<file path="src/rtl/uart_rx_pkg.sv">
// Shared types and constants for the parametrised UART receiver.
// Contents:
//   rx_state_e    receiver FSM state encoding
//   PAR_EVEN/ODD  encodings of the PAR_TYP input
//   MIN_PRESCALE  smallest oversample ratio honoured; smaller Prescale values are clamped
//   par_bit       expected parity bit for a given data XOR and parity type
package uart_rx_pkg;

  typedef enum logic [2:0] {
    IDLE   = 3'd0,
    START  = 3'd1,
    DATA   = 3'd2,
    PARITY = 3'd3,
    STOP   = 3'd4
  } rx_state_e;

  localparam logic PAR_EVEN = 1'b0;
  localparam logic PAR_ODD  = 1'b1;

  localparam int unsigned MIN_PRESCALE = 4;

  // Parity bit the transmitter should have sent for data whose bits XOR to data_xor.
  function automatic logic par_bit(input logic data_xor, input logic par_typ);
    logic p;
    p = data_xor;
    case (par_typ)
      PAR_EVEN: p = data_xor;
      PAR_ODD:  p = ~data_xor;
      default:  p = data_xor;
    endcase
    return p;
  endfunction

endpackage

</file>
<file path="src/rtl/uart_rx_sampler.sv">
// Line synchroniser, per-bit oversample counter and bit sampler for the UART receiver.
// Build option: UART_RX_MAJORITY_EN selects a 3-sample majority vote (mid-1, mid, mid+1)
// instead of a single sample at mid; the strobe timing is the same in both builds.
// Ports:
//   clk, rst         clock, asynchronous active-high reset
//   rx_in            raw serial line (asynchronous, idle high)
//   run              counter enable; counter is held at 0 while low
//   presc            oversample ticks per bit (already clamped, >= 4)
//   rx_sync          line after the 2-flop synchroniser
//   mid_stb_c        edge counter is at the sample point (presc >> 1)
//   bit_end_c        edge counter is at the last tick of the bit (presc - 1)
//   sampled_bit_c    bit value to use at mid_stb_c
module uart_rx_sampler #(
  parameter int unsigned PRESCALE_W = 6
) (
  input  logic                  clk,
  input  logic                  rst,
  input  logic                  rx_in,
  input  logic                  run,
  input  logic [PRESCALE_W-1:0] presc,
  output logic                  rx_sync,
  output logic                  mid_stb_c,
  output logic                  bit_end_c,
  output logic                  sampled_bit_c
);

  logic                  sync1_q;
  logic                  sync2_q;
  logic [PRESCALE_W-1:0] edge_cnt_q;
  logic [PRESCALE_W-1:0] edge_cnt_d;
  logic [PRESCALE_W-1:0] mid_pt_c;

  // Two-flop synchroniser, reset to the idle (high) line level.
  always_ff @(posedge clk or posedge rst) begin
    if (rst) begin
      sync1_q <= 1'b1;
      sync2_q <= 1'b1;
    end else begin
      sync1_q <= rx_in;
      sync2_q <= sync1_q;
    end
  end

  assign rx_sync = sync2_q;

  assign mid_pt_c  = presc >> 1;
  assign mid_stb_c = (edge_cnt_q == mid_pt_c);
  assign bit_end_c = (edge_cnt_q == (presc - PRESCALE_W'(1)));

  // Edge counter: 0..presc-1 per bit while the FSM is busy, 0 otherwise.
  always_comb begin
    edge_cnt_d = '0;
    if (run) begin
      edge_cnt_d = bit_end_c ? '0 : edge_cnt_q + PRESCALE_W'(1);
    end
  end

  always_ff @(posedge clk or posedge rst) begin
    if (rst) begin
      edge_cnt_q <= '0;
    end else begin
      edge_cnt_q <= edge_cnt_d;
    end
  end

`ifdef UART_RX_MAJORITY_EN
  logic rx_prev_q;

  always_ff @(posedge clk or posedge rst) begin
    if (rst) begin
      rx_prev_q <= 1'b1;
    end else begin
      rx_prev_q <= sync2_q;
    end
  end

  // sync1_q already holds the value the FSM will see next cycle, so the mid+1 sample is
  // available at mid without delaying the strobe.
  assign sampled_bit_c = (rx_prev_q & sync2_q) | (rx_prev_q & sync1_q) | (sync2_q & sync1_q);
`else
  assign sampled_bit_c = sync2_q;
`endif

endmodule

</file>
<file path="src/rtl/uart_rx_param.sv">
// Parametrised UART receiver: oversampled deframing of start/data/parity/stop with a
// one-entry valid/ready output register, per-frame error flags and overrun pulse.
// Build option: UART_RX_MAJORITY_EN (see uart_rx_sampler) enables majority-vote sampling.
// Ports:
//   CLK, RST        clock, asynchronous active-high reset
//   RX_IN           serial line, idle high, asynchronous to CLK
//   Prescale        oversample ticks per bit (values below 4 act as 4)
//   PAR_EN/PAR_TYP  parity present / 0 even, 1 odd
//   STOP2           two stop bits expected
//   Data_Ready      consumer accepts the held frame this cycle
//   P_DATA          received data word
//   Data_Valid      output register holds an unconsumed frame
//   Parity_Error    held frame's parity mismatched
//   Stop_Error      a stop bit of the held frame sampled 0
//   Overrun_Error   one-cycle pulse when a completed frame is dropped
//   Busy            receiver FSM is not idle
module uart_rx_param
  import uart_rx_pkg::*;
#(
  parameter int unsigned DATA_WIDTH = 8,
  parameter int unsigned PRESCALE_W = 6
) (
  input  logic                  CLK,
  input  logic                  RST,
  input  logic                  RX_IN,
  input  logic [PRESCALE_W-1:0] Prescale,
  input  logic                  PAR_EN,
  input  logic                  PAR_TYP,
  input  logic                  STOP2,
  input  logic                  Data_Ready,
  output logic [DATA_WIDTH-1:0] P_DATA,
  output logic                  Data_Valid,
  output logic                  Parity_Error,
  output logic                  Stop_Error,
  output logic                  Overrun_Error,
  output logic                  Busy
);

  localparam int unsigned BCNT_W = $clog2(DATA_WIDTH);

  rx_state_e             state_q, state_d;
  logic [PRESCALE_W-1:0] presc_q, presc_d;
  logic                  par_en_q, par_en_d;
  logic                  par_typ_q, par_typ_d;
  logic                  stop2_q, stop2_d;
  logic [BCNT_W-1:0]     bit_cnt_q, bit_cnt_d;
  logic [DATA_WIDTH-1:0] shift_q, shift_d;
  logic                  par_err_q, par_err_d;
  logic                  stop_err_q, stop_err_d;
  logic [DATA_WIDTH-1:0] p_data_q, p_data_d;
  logic                  data_valid_q, data_valid_d;
  logic                  parity_error_q, parity_error_d;
  logic                  stop_error_q, stop_error_d;
  logic                  overrun_q, overrun_d;
  logic                  busy_q, busy_d;

  logic                  rx_sync;
  logic                  mid_stb_c;
  logic                  bit_end_c;
  logic                  sampled_bit_c;
  logic                  commit_c;
  logic [PRESCALE_W-1:0] presc_eff_c;

  uart_rx_sampler #(
    .PRESCALE_W (PRESCALE_W)
  ) u_sampler (
    .clk           (CLK),
    .rst           (RST),
    .rx_in         (RX_IN),
    .run           (state_q != IDLE),
    .presc         (presc_q),
    .rx_sync       (rx_sync),
    .mid_stb_c     (mid_stb_c),
    .bit_end_c     (bit_end_c),
    .sampled_bit_c (sampled_bit_c)
  );

  assign presc_eff_c = (Prescale < PRESCALE_W'(MIN_PRESCALE)) ? PRESCALE_W'(MIN_PRESCALE)
                                                              : Prescale;

  // Deframing FSM and output register next-state.
  always_comb begin
    state_d        = state_q;
    presc_d        = presc_q;
    par_en_d       = par_en_q;
    par_typ_d      = par_typ_q;
    stop2_d        = stop2_q;
    bit_cnt_d      = bit_cnt_q;
    shift_d        = shift_q;
    par_err_d      = par_err_q;
    stop_err_d     = stop_err_q;
    p_data_d       = p_data_q;
    data_valid_d   = data_valid_q;
    parity_error_d = parity_error_q;
    stop_error_d   = stop_error_q;
    overrun_d      = 1'b0;
    commit_c       = 1'b0;

    case (state_q)
      IDLE: begin
        // Frame configuration is frozen here for the whole frame.
        if (!rx_sync) begin
          state_d    = START;
          presc_d    = presc_eff_c;
          par_en_d   = PAR_EN;
          par_typ_d  = PAR_TYP;
          stop2_d    = STOP2;
          bit_cnt_d  = '0;
          par_err_d  = 1'b0;
          stop_err_d = 1'b0;
        end
      end
      START: begin
        if (mid_stb_c && sampled_bit_c) begin
          state_d = IDLE;
        end else if (bit_end_c) begin
          state_d = DATA;
        end
      end
      DATA: begin
        if (mid_stb_c) begin
          shift_d = {sampled_bit_c, shift_q[DATA_WIDTH-1:1]};
        end
        if (bit_end_c) begin
          if (bit_cnt_q == BCNT_W'(DATA_WIDTH - 1)) begin
            bit_cnt_d = '0;
            state_d   = par_en_q ? PARITY : STOP;
          end else begin
            bit_cnt_d = bit_cnt_q + BCNT_W'(1);
          end
        end
      end
      PARITY: begin
        if (mid_stb_c) begin
          par_err_d = (sampled_bit_c != par_bit(^shift_q, par_typ_q));
        end
        if (bit_end_c) begin
          state_d = STOP;
        end
      end
      STOP: begin
        if (mid_stb_c) begin
          if (!sampled_bit_c) begin
            stop_err_d = 1'b1;
          end
          // Commit at the mid sample of the last stop bit so a following start edge is caught.
          if (!stop2_q || (bit_cnt_q == BCNT_W'(1))) begin
            commit_c = 1'b1;
            state_d  = IDLE;
          end
        end
        if (bit_end_c) begin
          bit_cnt_d = bit_cnt_q + BCNT_W'(1);
        end
      end
      default: begin
        state_d = IDLE;
      end
    endcase

    // One-entry output register; a commit into a full, unconsumed register is dropped.
    if (commit_c) begin
      if (!data_valid_q || Data_Ready) begin
        p_data_d       = shift_q;
        parity_error_d = par_err_q;
        stop_error_d   = stop_err_d;
        data_valid_d   = 1'b1;
      end else begin
        overrun_d = 1'b1;
      end
    end else if (data_valid_q && Data_Ready) begin
      data_valid_d = 1'b0;
    end

    busy_d = (state_d != IDLE);
  end

  always_ff @(posedge CLK or posedge RST) begin
    if (RST) begin
      state_q        <= IDLE;
      presc_q        <= PRESCALE_W'(MIN_PRESCALE);
      par_en_q       <= 1'b0;
      par_typ_q      <= 1'b0;
      stop2_q        <= 1'b0;
      bit_cnt_q      <= '0;
      shift_q        <= '0;
      par_err_q      <= 1'b0;
      stop_err_q     <= 1'b0;
      p_data_q       <= '0;
      data_valid_q   <= 1'b0;
      parity_error_q <= 1'b0;
      stop_error_q   <= 1'b0;
      overrun_q      <= 1'b0;
      busy_q         <= 1'b0;
    end else begin
      state_q        <= state_d;
      presc_q        <= presc_d;
      par_en_q       <= par_en_d;
      par_typ_q      <= par_typ_d;
      stop2_q        <= stop2_d;
      bit_cnt_q      <= bit_cnt_d;
      shift_q        <= shift_d;
      par_err_q      <= par_err_d;
      stop_err_q     <= stop_err_d;
      p_data_q       <= p_data_d;
      data_valid_q   <= data_valid_d;
      parity_error_q <= parity_error_d;
      stop_error_q   <= stop_error_d;
      overrun_q      <= overrun_d;
      busy_q         <= busy_d;
    end
  end

  assign P_DATA        = p_data_q;
  assign Data_Valid    = data_valid_q;
  assign Parity_Error  = parity_error_q;
  assign Stop_Error    = stop_error_q;
  assign Overrun_Error = overrun_q;
  assign Busy          = busy_q;

endmodule

</file>
<file path="config.mk">
export PLATFORM = sky130hd
export DESIGN_NAME = uart_rx_param
export DESIGN_NICKNAME = d
export VERILOG_FILES = /design/src/rtl/uart_rx_pkg.sv /design/src/rtl/uart_rx_sampler.sv /design/src/rtl/uart_rx_param.sv
export SDC_FILE = /design/constraint.sdc
export NUM_CORES = 1
export LEC_CHECK = 0
export ABC_AREA = 1
export ABC_CLOCK_PERIOD_IN_PS = 4200
export CORE_MARGIN = 4
export CORE_UTILIZATION = 35
export CTS_BUF_LIST = sky130_fd_sc_hd__clkbuf_8
export DETAILED_ROUTE_END_ITERATION = 12
export GPL_TIMING_DRIVEN = 1
export PLACE_DENSITY = 0.65
export SLEW_MARGIN = 20
export SYNTH_ARGS = -nofsm -noshare
export SYNTH_HDL_FRONTEND = slang
export SYNTH_SLANG_ARGS = --single-unit
</file>
<file path="constraint.sdc">
create_clock -name CLK -period 4.2 [get_ports CLK]
set_input_delay 0.84 -clock CLK [delete_from_list [all_inputs] [get_ports CLK]]
set_output_delay 0.84 -clock CLK [all_outputs]
set_load 0.01 [all_outputs]
</file>
==> parameters.txt, run 1 <==
Parameter                              Value

Logic synthesis
  Dominant cell type by area after synthesis ... dfrtp_1
  Yosys warning count ... 0
  Sequential area share after synthesis ... 46.6%
  Post-synthesis register bit count ... 46
  Synth area leaders ... dfrtp_1 (43%), nand2_1 (15%), inv_1 (5.5%)
  Post-Syn Area per Cell ... 7.92 um2
  Mapped Cells ... 313
  Post-synthesis cell area ... 0.00248 mm2
  Synthesized net count ... 331
  Unique cell type count in the Yosys netlist ... 28
  Top cell type's share of synthesized area ... 43.4%

Global routing
  Total global routing track utilization ... 12.5%
  Global route overflow ... 0
  Global-route wire length before repair ... 8.59 mm
  Pin count of the biggest net entering global routing ... 47
  Number of antenna violations at the first check in global routing ... 0
  Via count of the first global-routing pass ... 1913

Final layout
  Multi-input gate area in the final layout ... 0.00114 mm2
  # diodes ... 0
  Area grow syn2layout ... 17.7%
  Fraction of final layout cells with drive strength greater than 1 ... 11.7%
  Net total in the final layout ... 360
  Design area ... 0.00292 mm2
  Number of fill cells in the layout ... 712
  Flip-flop and latch area ... 0.00115 mm2

Setup path
  Startpoint type of the worst setup path ... register
  Worst setup startpoint ... state_q[0]
  Timing endpoint of the critical path ... Busy
  Path type of the worst setup path ... reg -> reg
  CP Capture Type ... register
  Launch point of the worst reg-to-reg path ... state_q[0]
  Reg-to-Reg End ... Busy
  Critical path data arrival time ... 2.30 ns
  Worst Path Max Fanout ... 18
  Register-to-Register Path Depth ... 9
  R2R setup slack ... 2.14 ns
  Critical path data required time ... 4.44 ns

Detailed routing
  Post-detailed-route DRC marker count ... 0
  Uppermost layer routed ... met4
  WL/cell ... 11.2 um
  Via-to-Cell Ratio ... 4.50
  Wire length on met2 ... 2.34 mm
  Aggregate routed wire length ... 4.93 mm
  Detailed-router iteration count before antenna repair ... 4
  Starting DRC count in detailed routing ... 80
  Vias ... 1975
  Total met3 wirelength after detailed routing ... 153 um
  Wire length on met1 ... 2.33 mm
  Number of nets still failing antenna checks after routing ... 0

Placement
  Instance area after placement ... 0.00283 mm2
  Hpwl dp ... 3.74 mm
  Routability Congestion ... 0.861
  Number of buffer cells added on primary ports ... 25

Floorplanning
  Area of the core ... 0.00683 mm2
  I/O pin total ... 26
  Die span in x ... 92.2 um
  Full die area ... 0.00849 mm2
  Starting density of the core ... 36.3%
  Die Y ... 92.2 um
  FP Rows ... 30

Timing
  Fin crit period ... 2.06 ns
  RSZ-0062 raised after global routing ... no
  Final setup TNS ... 0 ns
  Max Clock Skew ... 0.00749 ns
  Final setup viols ... 0
  Worst slack on hold paths ... 0.362 ns
  Post-route clock period utilization ... 49.1%
  Top achievable clock speed ... 0.484 GHz
  Slew Viols, Final ... 0
  Final count of hold timing violations ... 0
  Worst Max-Slew Pin Slew ... 0.800 ns
  Relative slew slack ... 46.5%

Power and ir drop
  Static leakage ... 1.48 nW
  Sum of internal, switching and leakage power ... 0.00174 W
  Maximum vdd ir drop ... 0.179 mV
  Power density over the cells ... 598 mW/mm2

Clocking
  Clock tree root buffer cell ... clkbuf_8
  Hold buffers post-CTS ... 0
  Number of sinks on the clock net ... 46
  TritonCTS clock tree ... built
  Worst-skew pair later-pin latency ... 0.30 ns
  Total CTS buffers ... 5
  CTS Buffer Depth ... 2
  Clock input transition at the sequential cells of the worst setup and hold paths ... 0.08 ns
  Gates resized, CTS repair ... 0
  Postcts setup bufs ... 0
  H-tree levels ... 2

Min path
  HP Start ... u_sampler.sync1_q
  Kind of path behind the tightest hold check ... reg -> reg

Job
  Max-cap violations ... 0

Status
  Result of the run ... finished, final reports clean
==> worst min-delay path by stage <==
stage                     cells past startpoint           endpoint
after global placement                        0  u_sampler.rx_sync
final                                         0  u_sampler.rx_sync
after global routing                          0  u_sampler.rx_sync
after detailed placement                      0  u_sampler.rx_sync
after CTS                                     0  u_sampler.rx_sync
after floorplan                               0  u_sampler.rx_sync
==> layout by cell type, fill, tap and decap left out, drive strengths merged <==
cell type        n
nand3           23
inv             43
o21ai           23
nand2          106
dfrtp           43
mux2             7
nor4             1
a31oi            1
clkdlybuf4s50   25
ha               5
clkbuf           5
dfstp            3
nor2            32
clkinv           4
nor3             3
nand4            4
xnor2            7
xor2             5
a21oi            3
==> flip-flops by register name (all words and copies together), names as in the netlist <==
| register | count |
|---|---|
| P_DATA | 8 |
| shift_q | 8 |
| presc_q | 6 |
| u_sampler.edge_cnt_q | 6 |
| bit_cnt_q | 3 |
| state_q | 3 |
| Busy | 1 |
| Data_Valid | 1 |
| Overrun_Error | 1 |
| Parity_Error | 1 |
| Stop_Error | 1 |
| par_en_q | 1 |
| par_err_q | 1 |
| par_typ_q | 1 |
| stop2_q | 1 |
| stop_err_q | 1 |
| u_sampler.rx_sync | 1 |
| u_sampler.sync1_q | 1 |
==> per-stage QoR <==
step / instances / setup WS (ns) / util [%]
after floorplan: 313 / 2.28 / -
after global placement: 431 / 1.92 / 41.4
after detailed placement: 431 / 1.86 / 41.4
after CTS: 439 / 2.13 / 42.7
after global routing: 439 / 1.92 / 42.7
final: 439 / 2.14 / 42.7
==> cell families (layout without fill, tap and decap cells) <==
kind of cell	after synthesis	after routing	synth area share, %
AO/OA/AOI/OAI	27	27	5.50
XOR/XNOR	12	12	4.24
adder cells (fa/ha/maj)	5	5	2.52
buffers and inverters	47	77	7.52
flip-flops	46	46	46.6
multiplexers	7	7	3.18
AND/OR/NAND/NOR	169	169	30.4
==> synth_stat cells <==
cell type and number:
nand2_1 102, dfrtp_1 43, inv_1 36, nor2_1 26
nand3_1 19, o21ai_0 12, o21ai_1 11, inv_2 7
mux2_2 7, xnor2_1 7, ha_1 5, xor2_1 5
nand4_1 4, nor2_2 4, a21oi_1 3, dfstp_2 3
nand2_2 3, nor3_1 3, nand3_2 2, nand3_4 2
nor2_4 2, a31oi_1 1, buf_2 1, buf_6 1
clkbuf_1 1, clkinv_2 1, nand2_4 1, nor4_1 1
==> report_power, final <==
part / internal (W) / total (W) / switching (W)
clock network: 0.000115 / 0.000263 / 0.000148
logic: 0.000293 / 0.000798 / 0.000505
registers: 0.000562 / 0.000683 / 0.000120
total: 0.000971 / 0.00174 / 0.000773
==> layer usage <==
layer	track usage, %	up-vias
li1	-	1040
met1	15.7	891
met5	0	-
met2	20.6	29
met4	5.32	0
met3	2.79	15
==> critical path, stage by stage, from the launching register on <==
cell and delay [ns]:
dfrtp_1 0.42, inv_1 0.12, nand2_1 0.09, nor2_1 0.13, inv_1 0.14, nor2_2 0.57
inv_1 0.22, nand3_1 0.17, nor2_1 0.06, nand2_1 0.07
==> cell type report <==
type,count,area share [%]
Clock buffer,5,2.36
Clock inverter,3,0.601
Inverter,44,5.75
Multi-Input combinational cell,220,39.0
Sequential cell,46,39.6
Tap cell,96,4.12
Timing Repair Buffer,25,8.58
Power figures use the tool's default switching activity.
==> run 2: changes to the inputs <==
ABC_CLOCK_PERIOD_IN_PS = 2150   (was 4200)
clock period = 2.15 ns   (was 4.2 ns; I/O delays follow)
==> run 2 against run 1 <==
  * Count of clock-buffer cells in the layout unchanged
  * First-iteration DRC count up 75%
  * Sequential share of layout area fell by 0.90 points
  * Core utilization grew 0.99 points
  * Hold slack lost 0.0019 ns
  * Power increased by 100%
  * Sequential power rose by 96%
  * Non-clock buffer count is 4 higher
==> parameters.txt, run 2 (synthesis results as in run 1) <==
Parameter                              Value

Status
  Result of the run ... finished, final reports clean

Timing
  Worst slack on hold paths ... 0.360 ns
  Final count of hold timing violations ... 0
  Relative slew slack ... 65.5%
  Worst Setup Slack, final ... 0.321 ns
  Slew Viols, Final ... 0
  Max Clock Skew ... 0.00536 ns
  Post-route clock period utilization ... 85.1%
  Fin crit period ... 1.83 ns
  RSZ-0062 raised after global routing ... no
  Final setup viols ... 0
  Top achievable clock speed ... 0.547 GHz
  Final setup TNS ... 0 ns
  Worst Max-Slew Pin Slew ... 0.517 ns

Clocking
  Worst-skew pair later-pin latency ... 0.30 ns
  Clock input transition at the sequential cells of the worst setup and hold paths ... 0.09 ns
  Postcts setup bufs ... 0
  Number of sinks on the clock net ... 46
  Total CTS buffers ... 5
  CTS Buffer Depth ... 2
  H-tree levels ... 2
  Clock tree root buffer cell ... clkbuf_8
  TritonCTS clock tree ... built

Placement
  Routability Congestion ... 0.893
  Hpwl dp ... 3.92 mm
  Number of buffer cells added on primary ports ... 25
  Worst slack at placement ... 0.290 ns
  Placed Cells ... 435

Final layout
  Multi-input gate area in the final layout ... 0.00114 mm2
  Commonest non-fill, non-tap cell in the layout ... nand2_1
  Commonest cells after routing, fill and taps aside ... nand2_1 (102), dfrtp_1 (43), inv_1 (34)
  Final non-filler cell total ... 443
  Number of fill cells in the layout ... 714
  Area grow syn2layout ... 20.4%
  Net total in the final layout ... 364
  Fraction of final layout cells with drive strength greater than 1 ... 13.3%
  Flip-flop and latch area ... 0.00115 mm2
  # diodes ... 0

Floorplanning
  Full die area ... 0.00849 mm2
  Area of the core ... 0.00683 mm2
  Die span in x ... 92.2 um
  FP Rows ... 30
  Die Y ... 92.2 um
  I/O pin total ... 26
  Starting density of the core ... 36.3%

Power and ir drop
  Fraction of power consumed by the clock network ... 18.5%
  Power density over the cells ... 1190 mW/mm2
  Power share of the sequential group ... 37.6%
  Combinational share of power ... 44.0%
  Maximum vdd ir drop ... 0.413 mV
  Switching part of the total power ... 43.0%
  NetSw ... 0.00153 W
  Static leakage ... 1.52 nW
  Int Pwr ... 0.00203 W
  Sum of internal, switching and leakage power ... 0.00356 W

Global routing
  Pin count of the biggest net entering global routing ... 24
  Via count of the first global-routing pass ... 1950
  Global route overflow ... 0
  Number of antenna violations at the first check in global routing ... 0
  Total global routing track utilization ... 13.0%
  Global-route wire length before repair ... 9.07 mm

Setup path
  CP max stage cell ... dfrtp_1
  Cell breakdown of the critical path ... inv_1, ha_1, inv_1, nand2_1, nand2_1, nand2_1, nand2_1, inv_1, nand3_1, nor2_1, nand3_1, nand2_1, inv_1, nor2_1, nand2_1
  Critical path data required time ... 2.34 ns
  Critical path buffer and inverter count ... 4
  Path type of the worst setup path ... reg -> reg
  Library cell appearing most often on the critical path ... nand2_1
  Startpoint type of the worst setup path ... register
  Top Family by Delay on Critical Path ... simple AND/OR/NAND/NOR gates
  Critical path data arrival time ... 2.02 ns
  Worst Path Max Fanout ... 4
  CP Capture Type ... register
  Largest stage delay on the critical path ... 0.39 ns

Detailed routing
  Starting DRC count in detailed routing ... 140
  Post-detailed-route DRC marker count ... 0
  Vias ... 2018
  Detailed-router iteration count before antenna repair ... 4
  WL/cell ... 11.3 um
  Number of nets still failing antenna checks after routing ... 0
  Aggregate routed wire length ... 5.00 mm
  Via-to-Cell Ratio ... 4.56

Min path
  Kind of path behind the tightest hold check ... reg -> reg

Job
  Max-cap violations ... 0
==> run 2: cell types whose count changed in the layout (fill, tap and decap cells not counted) <==
cell / before / now
clkinv_2: 3 / 2
clkinv_4: 1 / 0
buf_12: 0 / 1
inv_1: 36 / 34
inv_2: 7 / 9
buf_4: 0 / 3
bufinv_16: 0 / 1
inv_6: 0 / 1
==> run 2: power by group through the flow <==
stage               Sequential (W)  Clock, W  Combinational [W]
global route               0.00137  0.000708            0.00184
detailed placement         0.00135         0            0.00157
floorplan                  0.00129         0            0.00127
CTS                        0.00134  0.000674            0.00158
finish                     0.00134  0.000658            0.00157
global placement           0.00135         0            0.00155
==> run 2: final cells by class <==
class                      instances  share of cell area, %
sequential                        46                   38.7
tap                               96                   4.03
clock buffer                       5                   2.31
timing repair buffer              29                   9.81
clock inverter                     3                   1.47
multi-input combinational        220                   38.1
inverter                          44                   5.58
==> run 2: final timing paths <==
kind,start,endpoint,slack (ns),depth (start not counted)
worst max-delay path,presc_q[1],Busy,0.32,15
worst max register to register,presc_q[1],Busy,0.32,15
max in group asynchronous,RST,u_sampler.edge_cnt_q[3],1.19,3
worst min register to register,u_sampler.sync1_q,u_sampler.rx_sync,0.36,0
min in group asynchronous,RST,presc_q[1],0.48,2
worst min-delay path,u_sampler.sync1_q,u_sampler.rx_sync,0.36,0
==> run 2: through the flow <==
| step | utilization, % | area [um2] |
|---|---|---|
| floorplan | - | 2480 |
| global placement | 42.0 | 2870 |
| detailed placement | 42.0 | 2870 |
| CTS | 43.7 | 2980 |
| global route | 43.7 | 2980 |
| finish | 43.7 | 2980 |
==> run 2: repair_timing <==
action / 4_1_cts / 5_1_grt
setup endpoints to repair: 0 / 2
hold buffers: 0 / 0
gates resized for setup: 0 / 1
endpoints found under the hold margin: 0 / 0
==> run 2: routing by layer <==
layer | GRT usage [%] | share of wire [%] | vias to the layer above
li1 | - | - | 1043
met5 | 0 | 0 | -
met3 | 2.38 | 3.9 | 6
met4 | 4.08 | 1.4 | 0
met1 | 18.2 | 49 | 931
met2 | 20.5 | 46 | 38
==> run 2: worst register-to-register path: cells and delay by family (launching register included) <==
| kind | cells | cell delay [ns] |
|---|---|---|
| and+or+nand+nor | 10 | 0.87 |
| DFF | 1 | 0.39 |
| buffers and inverters | 4 | 0.24 |
| adders and majority gates | 1 | 0.21 |
